$ cat config.mk
export PLATFORM = sky130hd
export DESIGN_NAME = apb_master_initiator
export DESIGN_NICKNAME = d
export VERILOG_FILES = /design/src/rtl/apb_pkg.sv /design/src/rtl/apb_wait_timer.sv /design/src/rtl/apb_master_initiator.sv
export SDC_FILE = /design/constraint.sdc
export NUM_CORES = 1
export LEC_CHECK = 0
export ABC_AREA = 1
export CAP_MARGIN = 20
export CORE_UTILIZATION = 40
export DETAILED_ROUTE_END_ITERATION = 8
export PLACE_DENSITY = 0.78
export RECOVER_POWER = 50
export SLEW_MARGIN = 5
export SYNTH_ARGS = -nofsm -noshare
export SYNTH_HDL_FRONTEND = slang
export SYNTH_SLANG_ARGS = --single-unit
$ cat constraint.sdc
create_clock -name PCLK -period 2.6 [get_ports PCLK]
set_clock_uncertainty 0.15 [all_clocks]
set_input_delay 0.52 -clock PCLK [delete_from_list [all_inputs] [get_ports PCLK]]
set_output_delay 0.52 -clock PCLK [all_outputs]
set_load 0.005 [all_outputs]
$ cat src/rtl/apb_pkg.sv
`default_nettype none
// ----------------------------------------------------------------------------
// apb_pkg: shared APB requester types and constants.   Rev 1.0
// ----------------------------------------------------------------------------
package apb_pkg;

  typedef enum logic [1:0] {
    IDLE   = 2'd0,
    SETUP  = 2'd1,
    ACCESS = 2'd2
  } apb_state_e;

  // Bit positions inside PPROT
  localparam int PROT_PRIV   = 0;
  localparam int PROT_NONSEC = 1;
  localparam int PROT_INSTR  = 2;

  localparam int APB_ADDR_W = 32;
  localparam int APB_DATA_W = 32;

endpackage
`default_nettype wire

$ cat src/rtl/apb_wait_timer.sv
`default_nettype none
// ----------------------------------------------------------------------------
// apb_wait_timer: ACCESS wait-state counter with timeout detection.   Rev 1.0
// ----------------------------------------------------------------------------
module apb_wait_timer #(
  parameter int TIMEOUT_CYCLES = 256
) (
  input  logic clk,
  input  logic rst,
  input  logic clr,
  input  logic en,
  input  logic pready,
  output logic timeout_hit
);

  localparam int CNT_W = (TIMEOUT_CYCLES < 2) ? 1 : $clog2(TIMEOUT_CYCLES + 1);
  localparam logic [CNT_W-1:0] C_CNT_MAX = '1;

  logic [CNT_W-1:0] count_q, count_d;

  // Saturating count keeps a disabled timer from wrapping on endless waits
  always_comb begin
    count_d = count_q;
    if (clr) begin
      count_d = '0;
    end else if (en && (count_q != C_CNT_MAX)) begin
      count_d = count_q + CNT_W'(1);
    end
  end

  always_ff @(posedge clk) begin
    if (rst) begin
      count_q <= '0;
    end else begin
      count_q <= count_d;
    end
  end

  generate
    if (TIMEOUT_CYCLES == 0) begin : g_no_timeout
      assign timeout_hit = 1'b0;
    end else begin : g_timeout
      localparam logic [CNT_W-1:0] C_CNT_LAST = CNT_W'(TIMEOUT_CYCLES - 1);
      assign timeout_hit = (count_q == C_CNT_LAST) && !pready;
    end
  endgenerate

endmodule
`default_nettype wire

$ cat src/rtl/apb_master_initiator.sv
`default_nettype none
// ----------------------------------------------------------------------------
// apb_master_initiator: valid/ready command stream to APB4 SETUP/ACCESS.  Rev 1.0
// ----------------------------------------------------------------------------
module apb_master_initiator
  import apb_pkg::*;
#(
  parameter int ADDR_W         = APB_ADDR_W,
  parameter int DATA_W         = APB_DATA_W,
  parameter int TIMEOUT_CYCLES = 256
) (
  input  logic                PCLK,
  input  logic                PRESET,
  input  logic                cmd_valid,
  output logic                cmd_ready,
  input  logic                cmd_write,
  input  logic [ADDR_W-1:0]   cmd_addr,
  input  logic [DATA_W-1:0]   cmd_wdata,
  input  logic [DATA_W/8-1:0] cmd_strb,
  input  logic [2:0]          cmd_prot,
  output logic                rsp_valid,
  output logic [DATA_W-1:0]   rsp_rdata,
  output logic                rsp_err,
  output logic                rsp_timeout,
  output logic                PSEL,
  output logic                PENABLE,
  output logic                PWRITE,
  output logic [ADDR_W-1:0]   PADDR,
  output logic [DATA_W-1:0]   PWDATA,
  output logic [DATA_W/8-1:0] PSTRB,
  output logic [2:0]          PPROT,
  input  logic                PREADY,
  input  logic [DATA_W-1:0]   PRDATA,
  input  logic                PSLVERR
);

  localparam int STRB_W = DATA_W / 8;

  apb_state_e          state_q, state_d;
  logic                psel_q, psel_d;
  logic                penable_q, penable_d;
  logic                pwrite_q, pwrite_d;
  logic [ADDR_W-1:0]   paddr_q, paddr_d;
  logic [DATA_W-1:0]   pwdata_q, pwdata_d;
  logic [STRB_W-1:0]   pstrb_q, pstrb_d;
  logic [2:0]          pprot_q, pprot_d;
  logic                rsp_valid_q, rsp_valid_d;
  logic [DATA_W-1:0]   rsp_rdata_q, rsp_rdata_d;
  logic                rsp_err_q, rsp_err_d;
  logic                rsp_timeout_q, rsp_timeout_d;

  logic timeout_hit;
  logic xfer_done;
  logic cmd_accept;
  logic timer_clr;
  logic timer_en;

  // PREADY reaches cmd_ready directly so a new command can chain into SETUP
  always_comb begin
    xfer_done  = (state_q == ACCESS) && (PREADY || timeout_hit);
    cmd_ready  = (state_q == IDLE) || xfer_done;
    cmd_accept = cmd_valid && cmd_ready;
    timer_clr  = (state_q == SETUP);
    timer_en   = (state_q == ACCESS) && !PREADY;
  end

  apb_wait_timer #(
    .TIMEOUT_CYCLES (TIMEOUT_CYCLES)
  ) u_wait_timer (
    .clk         (PCLK),
    .rst         (PRESET),
    .clr         (timer_clr),
    .en          (timer_en),
    .pready      (PREADY),
    .timeout_hit (timeout_hit)
  );

  always_comb begin
    state_d       = state_q;
    psel_d        = psel_q;
    penable_d     = penable_q;
    pwrite_d      = pwrite_q;
    paddr_d       = paddr_q;
    pwdata_d      = pwdata_q;
    pstrb_d       = pstrb_q;
    pprot_d       = pprot_q;
    rsp_valid_d   = 1'b0;
    rsp_rdata_d   = '0;
    rsp_err_d     = 1'b0;
    rsp_timeout_d = 1'b0;

    case (state_q)
      IDLE: begin
        psel_d    = 1'b0;
        penable_d = 1'b0;
      end
      SETUP: begin
        state_d   = ACCESS;
        penable_d = 1'b1;
      end
      ACCESS: begin
        if (xfer_done) begin
          // A ready slave wins over a timeout landing in the same cycle
          rsp_valid_d   = 1'b1;
          rsp_timeout_d = !PREADY;
          rsp_err_d     = PREADY ? PSLVERR : 1'b1;
          rsp_rdata_d   = (PREADY && !pwrite_q) ? PRDATA : '0;
          state_d       = IDLE;
          psel_d        = 1'b0;
          penable_d     = 1'b0;
        end
      end
      default: begin
        state_d   = IDLE;
        psel_d    = 1'b0;
        penable_d = 1'b0;
      end
    endcase

    if (cmd_accept) begin
      state_d   = SETUP;
      psel_d    = 1'b1;
      penable_d = 1'b0;
      pwrite_d  = cmd_write;
      paddr_d   = cmd_addr;
      pwdata_d  = cmd_wdata;
      pstrb_d   = cmd_write ? cmd_strb : '0;
      pprot_d   = cmd_prot;
    end
  end

  always_ff @(posedge PCLK) begin
    if (PRESET) begin
      state_q       <= IDLE;
      psel_q        <= 1'b0;
      penable_q     <= 1'b0;
      pwrite_q      <= 1'b0;
      paddr_q       <= '0;
      pwdata_q      <= '0;
      pstrb_q       <= '0;
      pprot_q       <= '0;
      rsp_valid_q   <= 1'b0;
      rsp_rdata_q   <= '0;
      rsp_err_q     <= 1'b0;
      rsp_timeout_q <= 1'b0;
    end else begin
      state_q       <= state_d;
      psel_q        <= psel_d;
      penable_q     <= penable_d;
      pwrite_q      <= pwrite_d;
      paddr_q       <= paddr_d;
      pwdata_q      <= pwdata_d;
      pstrb_q       <= pstrb_d;
      pprot_q       <= pprot_d;
      rsp_valid_q   <= rsp_valid_d;
      rsp_rdata_q   <= rsp_rdata_d;
      rsp_err_q     <= rsp_err_d;
      rsp_timeout_q <= rsp_timeout_d;
    end
  end

  assign PSEL        = psel_q;
  assign PENABLE     = penable_q;
  assign PWRITE      = pwrite_q;
  assign PADDR       = paddr_q;
  assign PWDATA      = pwdata_q;
  assign PSTRB       = pstrb_q;
  assign PPROT       = pprot_q;
  assign rsp_valid   = rsp_valid_q;
  assign rsp_rdata   = rsp_rdata_q;
  assign rsp_err     = rsp_err_q;
  assign rsp_timeout = rsp_timeout_q;

endmodule
`default_nettype wire
==> impl_metrics.tcl <==
set metrics [dict create \
    outcome "finished, final reports clean" \
    place_ws_ns -0.00369 \
    crit_family "simple AND/OR/NAND/NOR gates" \
    crit_buf_inv 1 \
    grt_max_degree 58 \
    required_ns 1.93 \
    fillers 770 \
    htreeDepth 4 \
    diodes 0 \
    leakage_nw 3.41 \
    clock_latency_ns 0.50 \
    peakVddDrop_v 0.000377 \
    grt_pass1_wl_mm 19.0 \
    cts_tree "built" \
    cts_root_buf "clkbuf_8" \
    max_slew_margin_pct 24.5 \
    reg2regPathDepth 11 \
    critPathMaxFanout 4 \
    cts_buffer_depth 2 \
    path_cells "nand2_2 > nor4_4 > ha_1 > nor2_2 > a21oi_2 > buf_2" \
    final-max-slew-violation-count 0 \
    mostFrequentLayoutCells "nand2_1 (169), clkdlybuf4s50_1 (154), dfxtp_1 (117)" \
    drtPass1Iterations 4 \
    num_rows 37 \
    wl_per_cell_um 13.0 \
    fmax_mhz 406 \
    antenna_found_initial 0 \
    gp_congestion 0.751 \
    cp.depth 6 \
    clk_pin_slew_ns 0.06 \
    die_h_um 105 \
    syn_to_final_growth_pct 67.3 \
    grt_use_met3_pct 9.23 \
    grt.met1_usage_pct 24.4 \
    numCtsBuffers 17 \
    port_buffers 218 \
    vias 4089 \
    drt_iter0_drc 192 \
    coreArea_um2 10300 \
    ioPinCount 219 \
    finalCritPeriodShare_pct 94.7 \
    synth_seq_area_share_pct 56.5 \
    synthCells 526 \
    drive_gt1_share_pct 7.11 \
    synth.cell_area_um2 4250 \
    hold_path_class "reg -> reg" \
    rsz0062_at_grt "false" \
    worst_slack_ns 0.138 \
    startpoint_type "flop" \
    slowest_stage "dfxtp_1" \
    min_period_ns 2.46 \
    synth_seq_cells 120 \
    hpwl_mm 8.12 \
    grt_pass1_vias 4093 \
    grtUsageTotal_pct 21.8 \
    hold_violations 0 \
    tightestPinTransition_ns 1.13 \
    synth_cell_types 21 \
    grt_overflow 0 \
    power_density_nw_per_um2 674 \
    multi_input_area_um2 1470 \
    layout_commonest_cell "nand2_1" \
    drt_wl_total_mm 11.6 \
    initial_core_util_pct 41.2 \
    hold_buffers 0 \
    drc 0 \
    power.total_mw 4.80 \
    ys.warnings.count 0 \
    cp-end-kind "output port" \
    final_nets 860 \
    crit_arrival_ns 1.79 \
    register_area_um2 2410 \
    ant_nets 0 \
    min_path_cells 2 \
    path_class "reg -> out" \
    finalSetupTns_ns 0 \
    syn-num-nets 638 \
    slowest_delay_ns 0.39 \
    vias_per_cell 4.57 \
    setup_viol 0 \
    dieWidth_um 105 \
    top_usage_layer "met2" \
    synth_area_per_cell_um2 8.09 \
    cts.sinks 120 \
    die_area_um2 11000 \
    drv_cap 0 \
    grt_use_met2_pct 36.9 \
]
-- worst reg2reg max path, stage by stage (launching register included) --
cell     delay [ns]
dfxtp_2        0.33
ha_4           0.16
nand3_4        0.09
nor4_4         0.05
ha_1           0.22
nor2_2         0.16
nand2_2        0.11
nand3_4        0.11
buf_2          0.64
nor2_1         0.12
nand2_1        0.09
nand2_1        0.04
-- flip-flops by register name (all words and copies together), names as in the netlist --
name / count
PADDR: 32
rsp_timeout: 1
state_q: 2
rsp_err: 1
u_wait_timer.count_q: 9
PENABLE: 1
rsp_rdata: 32
rsp_valid: 1
PWDATA: 32
PSTRB: 4
PSEL: 1
PWRITE: 1
PPROT: 3
-- kinds of logic (layout without fill, tap and decap cells) --
logic type	after synthesis	in the layout	share of synthesized area (%)
flip-flops	120	120	56.5
AND/OR/NAND/NOR	311	311	31.2
AO/OA/AOI/OAI	14	14	1.65
adder cells (fa/ha/maj)	3	3	0.883
buffers and inverters	78	311	9.77
-- report_power, final --
part / total [mW] / switching (mW) / internal, mW
Clock: 2.33 / 0.785 / 1.54
Combinational: 0.506 / 0.198 / 0.309
Sequential: 1.96 / 0.0409 / 1.92
Total: 4.80 / 1.02 / 3.77
-- path summary, 6_finish.rpt --
check / from / to / slack, ns
worst max-delay path: u_wait_timer.count_q[4]$_SDFFE_PP0P_ / cmd_ready / 0.14
worst min-delay path: PADDR[0]$_SDFFE_PP0P_ / PADDR[0]$_SDFFE_PP0P_ / 0.32
worst max register to register: u_wait_timer.count_q[0]$_SDFFE_PP0P_ / PSTRB[1]$_SDFFE_PP0P_ / 0.22
worst min register to register: PADDR[0]$_SDFFE_PP0P_ / PADDR[0]$_SDFFE_PP0P_ / 0.32
-- synth_stat cells, drive strengths merged --
| cell type | n | area share [%] |
|---|---|---|
| ha | 3 | 0.88 |
| inv | 52 | 4.6 |
| and3 | 1 | 0.15 |
| nor4 | 1 | 0.15 |
| nand2 | 171 | 15 |
| o21ai | 6 | 0.71 |
| dfxtp | 120 | 56 |
| a21oi | 8 | 0.94 |
| nor2 | 55 | 5.5 |
| nand3b | 1 | 0.18 |
| clkbuf | 3 | 0.26 |
| nand4 | 2 | 0.29 |
| nand3 | 80 | 9.8 |
| buf | 23 | 4.9 |
-- final cells by class --
class	instances	area share, %
Tap cell	136	2.39
Multi-Input combinational cell	328	20.6
Clock inverter	8	1.69
Sequential cell	120	33.8
Inverter	52	2.74
Clock buffer	22	6.65
Timing Repair Buffer	229	32.1
-- routing by layer --
metal / wire length (µm) / vias up
met3: 1040 / 18
li1: - / 2071
met5: 0 / -
met2: 5630 / 175
met4: 195 / 0
met1: 4770 / 1825
-- timing repair --
action                     in CTS  in global routing
resized for setup              14                  2
buffers inserted                2                  0
pin swaps                       3                  1
setup endpoints to repair       1                  1
cloned                          0                  0
-- through the flow --
step,std cells,area [µm²],hold WS (ns),utilization (%)
finish,895,7120,0.316,68.9
global route,895,7120,0.331,68.9
CTS,895,7140,0.320,69.2
detailed placement,863,6490,0.309,62.9
global placement,863,6490,0.306,62.9
floorplan,526,4250,0.299,-
No activity file was read; power rests on OpenSTA's default activity.
==> RTL edit 1: new RTL, config.mk and constraints unchanged <==
The package constant `APB_DATA_W` goes from 32 to 48.
--- a/src/rtl/apb_pkg.sv
+++ b/src/rtl/apb_pkg.sv
@@ -18,3 +18,3 @@
   localparam int APB_ADDR_W = 32;
-  localparam int APB_DATA_W = 32;
+  localparam int APB_DATA_W = 48;
 
Interface: changed (6 resized); port bits go from 219 to 287. No check against the original RTL was run, so the function may have changed too.
==> RTL edit 1 against the original RTL <==
Synthesized cell count increased by 20%. Via count increased by 18%. Total power increased by 14%. Die area increased by 18%. Setup slack got worse by 0.084 ns. Routed wire length increased by 27%. Count of clock-buffer cells in the layout decreased by 4. Sequential power increased by 28%. Design area increased by 23%. Global-route usage increased by 0.69 points. Sequential cell count increased by 34. Synthesized area increased by 18%. Largest cell class unchanged. Highest routed layer unchanged.
==> RTL edit 1: results (changes against the original RTL) <==
Drt
  – Initial DRC count: 297 (+55%)
  – Met1 WL: 5.41 mm (+14%)
  – TritonRoute pass-1 iters: 4 (unchanged)
  – Via count: 4832 (+18%)
  – Wirelength per Cell: 13.3 um (+2.5%)
  – Number of vias per cell: 4.36 (-4.5%)
  – Met2 wire length: 7.57 mm (+34%)
  – Wire length on met3: 1.58 mm (+52%)

Yosys
  – Mapped Nets: 777 (+22%)
  – Area contributors post-synth: dfxtp_1, nand2_1, nor2_1, inv_1, buf_2
  – Post-synth top cells: nand2_1, dfxtp_1, nor2_1
  – Sequential area share after synthesis: 61.2% (+4.7 points)
  – Cells after Synth: 631 (+20%)
  – Cell variety after synth: 23 (+9.5%)
  – FFs w/ async S/R, synth: 0% (unchanged)

Clock tree
  – CTS resizes: 11 (-3)
  – Root Buffer: clkbuf_16
  – H-Tree Depth: 4 (unchanged)
  – Worst-skew pair later-pin latency: 0.42 ns (-0.08 ns)
  – Post-CTS Setup Bufs: 5 (+3)

Worst setup path
  – Critical path's slowest cell: dfxtp_4
  – Worst-path fanout max: 3 (-1)
  – Worst r2r path cells: 14 (+3)
  – Crit-path max cell delay: 0.36 ns (-0.03 ns)
  – Worst EP arrival: 1.88 ns (+0.09 ns)

Global route
  – GR Util met1: 22.4% (-2.0 points)
  – GR Util met3: 11.2% (+2.0 points)
  – Total GRT Usage: 22.5% (+0.69 points)
  – M2 GR Usage: 40.6% (+3.7 points)
  – First-pass GRT wire length: 22.3 mm (+17%)
  – Initial antenna violation count: 0 (unchanged)
  – Vias in the first global route: 4612 (+13%)

Hold path
  – Hold crit path type: register to register
  – Min-Delay Path Depth: 2 (unchanged)

Die
  – Die Wd: 114 um (+8.7%)

Placed design
  – Placed cells: 1070 (+24%)
  – Dpl hpwl: 10.3 mm (+26%)
  – Placed Area: 8090 um^2 (+25%)
  – GP Congestion: 0.785 (+4.5%)
  – Place WS: 0.0308 ns (+0.0345 ns)
  – Count of input and output buffers: 286 (+31%)

Run status
  – Status: complete, no violations

Power and ir drop
  – Pleak: 3.95 nW (+16%)
  – Peak supply drop: 0.488 mV (+29%)

Layout
  – Net count of the finished layout: 1073 (+25%)
  – # fillers: 960 (+25%)
  – Share of layout cells above drive strength 1: 6.81% (-0.31 points)

Timing
  – Worst Max-Slew Pin Slew: 0.926 ns (-0.203 ns)
[RTL edit 1: changes by cell type in the layout (fill, tap and decap cells not counted), moves of 4 or more]
cell,delta
dfxtp_1,+35
buf_4,+6
inv_1,+15
a21oi_1,+5
clkinvlp_4,+5
nand2_1,+105
nor2_1,+15
nand3_1,-74
clkbuf_8,-4
clkdlybuf4s50_1,+130
nand4_1,+4
dlygate4sd3_1,-62
[RTL edit 1: report_power, final]
group,leakage [nW],internal (mW),total (mW),switching (mW)
logic,2.43,0.407,0.631,0.224
registers,1.26,2.46,2.51,0.0491
clock network,0.257,1.34,2.33,0.986
[RTL edit 1: critical path, delay by kind of cell, from the launching register on]
family	cells	cell delay [ns]
simple gates	5	0.45
flops	1	0.36
fa+ha+maj	2	0.35
compound gates	1	0.16
buf+inv	1	0.13
[RTL edit 1: worst paths after layout]
kind	startpoint	endpoint	slack, ns
setup / recovery	u_wait_timer.count_q[1]	cmd_ready	0.05
hold / removal	PWDATA[47]	PWDATA[47]	0.29
setup reg to reg	u_wait_timer.count_q[1]	PWDATA[13]	0.15
hold reg to reg	PWDATA[47]	PWDATA[47]	0.29
[RTL edit 1: cell type report]
type,count,area (um^2),share of cell area [%]
repair buffers,303,3030,34.6
clock inverters,14,124,1.42
well taps,168,210,2.40
inverters,67,254,2.90
multi-input cells,384,1600,18.3
flip-flops and latches,154,3090,35.3
clock buffers,18,439,5.02
[RTL edit 1: kinds of logic (layout without fill, tap and decap cells)]
family	after synthesis	after routing	synth area share (%)
AOI/OAI and AO/OA	19	19	2.16
xor gates and xnor gates	1	1	0.174
adders and majority gates	3	3	0.745
buffers and inverters	93	402	7.90
DFF	154	154	61.2
and+or+nand+nor	361	361	27.8
==> RTL edit 2: new RTL, config.mk and constraints unchanged <==
Without the edit above. Re-encode `apb_state_e` (3 states) as one-hot, 3 bits wide.
--- a/src/rtl/apb_pkg.sv
+++ b/src/rtl/apb_pkg.sv
@@ -6,6 +6,6 @@
 
-  typedef enum logic [1:0] {
-    IDLE   = 2'd0,
-    SETUP  = 2'd1,
-    ACCESS = 2'd2
+  typedef enum logic [2:0] {
+    IDLE   = 3'b001,
+    SETUP  = 3'b010,
+    ACCESS = 3'b100
   } apb_state_e;
Function: no difference found for any inputs over 10 cycles, from zero or initial values and one cycle with PRESET high; not proved beyond that.
==> RTL edit 2 against the original RTL <==
Sequential cell count grew 1. First-iteration DRC count shrank 11%. Synthesized area grew 0.79%. Count of clock-buffer cells in the layout is the same. Setup slack lost 0.049 ns. Routed wire length grew 9.0%. Design area grew 0.97%. Total power grew 2.4%. Non-clock buffer count grew 3.
==> RTL edit 2: results (changes against the original RTL) <==
Clock tree
  – CTS resizes: 15 (+1)
  – Post-CTS Setup Bufs: 3 (+1)

Placed design
  – Dpl hpwl: 8.79 mm (+8.3%)
  – Placed cells: 862 (-0.12%)
  – Place WS: 0.0781 ns (+0.0818 ns)
  – Placed Area: 6520 um^2 (+0.39%)

Global route
  – Total GRT Usage: 22.7% (+0.83 points)
  – GR Util met3: 7.92% (-1.3 points)
  – Vias in the first global route: 3949 (-3.5%)
  – Pin count of the biggest net entering global routing: 53 (-8.6%)
  – GR Util met1: 24.8% (+0.40 points)
  – M2 GR Usage: 39.3% (+2.4 points)

Layout
  – Non-clk invs: 51 (-1.9%)
  – Non-filler cells, final: 896 (+0.11%)
  – Non-clk bufs: 232 (+1.3%)
  – NonClk Buf Share: 32.0% (-0.046 points)
  – Area of the multi-input gates: 1490 um^2 (+1.7%)

Drt
  – TritonRoute pass-1 iters: 5 (+1)
  – Initial DRC count: 171 (-11%)
  – DRT Wirelength: 12.7 mm (+9.0%)

Run status
  – Status: complete, no violations

Power and ir drop
  – Pleak: 3.24 nW (-4.9%)
  – Peak supply drop: 0.377 mV (about the same)

Yosys
  – Area contributors post-synth: dfxtp_1, nand2_1, nand3_1, nor2_1, inv_1
  – Post-synthesis adder-cell area fraction: 0.876% (-0.0070 points)
  – Post-synth top cells: nand2_1, dfxtp_1, nand3_1
  – Mapped Nets: 636 (-0.31%)

Timing
  – Final period utilization: 96.6% (+1.9 points)

Worst setup path
  – Worst r2r path cells: 15 (+4)
  – Critical path's slowest cell: dfxtp_2
  – R2r endpoint: PWDATA[5]
==> RTL edit 2: cell count changes after synthesis, sizes merged, moves of 2 or more <==
cell    unedited run  this run
nor3               0         2
o21ai              6         3
buf               23        26
a21oi              8        10
nand4              2         0
clkbuf             3         0
==> RTL edit 2: power by group through the flow <==
| stage | Combinational (mW) | Sequential [mW] | Clock [mW] |
|---|---|---|---|
| 6_report | 0.559 | 1.99 | 2.37 |
| 5_1_grt | 0.604 | 1.99 | 2.49 |
| 4_1_cts | 0.565 | 1.99 | 2.40 |
| 3_5_place_dp | 0.561 | 2.02 | 0 |
| 3_3_place_gp | 0.553 | 2.02 | 0 |
| 2_1_floorplan | 0.196 | 2.03 | 0 |
==> RTL edit 2: per-layer routing <==
| metal | share of wire [%] | vias up | wire length, um |
|---|---|---|---|
| met4 | 1.8 | 0 | 232 |
| met3 | 7.9 | 24 | 1000 |
| met5 | 0 | - | 0 |
| met1 | 41 | 1900 | 5220 |
| met2 | 49 | 165 | 6240 |
| li1 | - | 2069 | - |
==> RTL edit 2: cell families after synthesis <==
kind of cell,count (synthesis)
buf+inv,77
xor+xnor,1
fa+ha+maj,3
simple gates,308
flops,121
compound gates,14
==> RTL edit 2: worst min-delay path: cells and delay by family, from the launching register on <==
kind,cells,cell delay [ns]
flops,1,0.31
buf+inv,1,0.05
compound gates,1,0.05
==> RTL edit 2: how the worst min path moves through the flow <==
stage | from | endpoint | slack, ns | cells after the start
3_5_place_dp | PENABLE | PENABLE | 0.29 | 2
5_1_grt | PENABLE | PENABLE | 0.32 | 2
3_3_place_gp | PENABLE | PENABLE | 0.29 | 2
4_1_cts | PENABLE | PENABLE | 0.30 | 2
6_report | PENABLE | PENABLE | 0.30 | 2
2_1_floorplan | PENABLE | PENABLE | 0.29 | 2
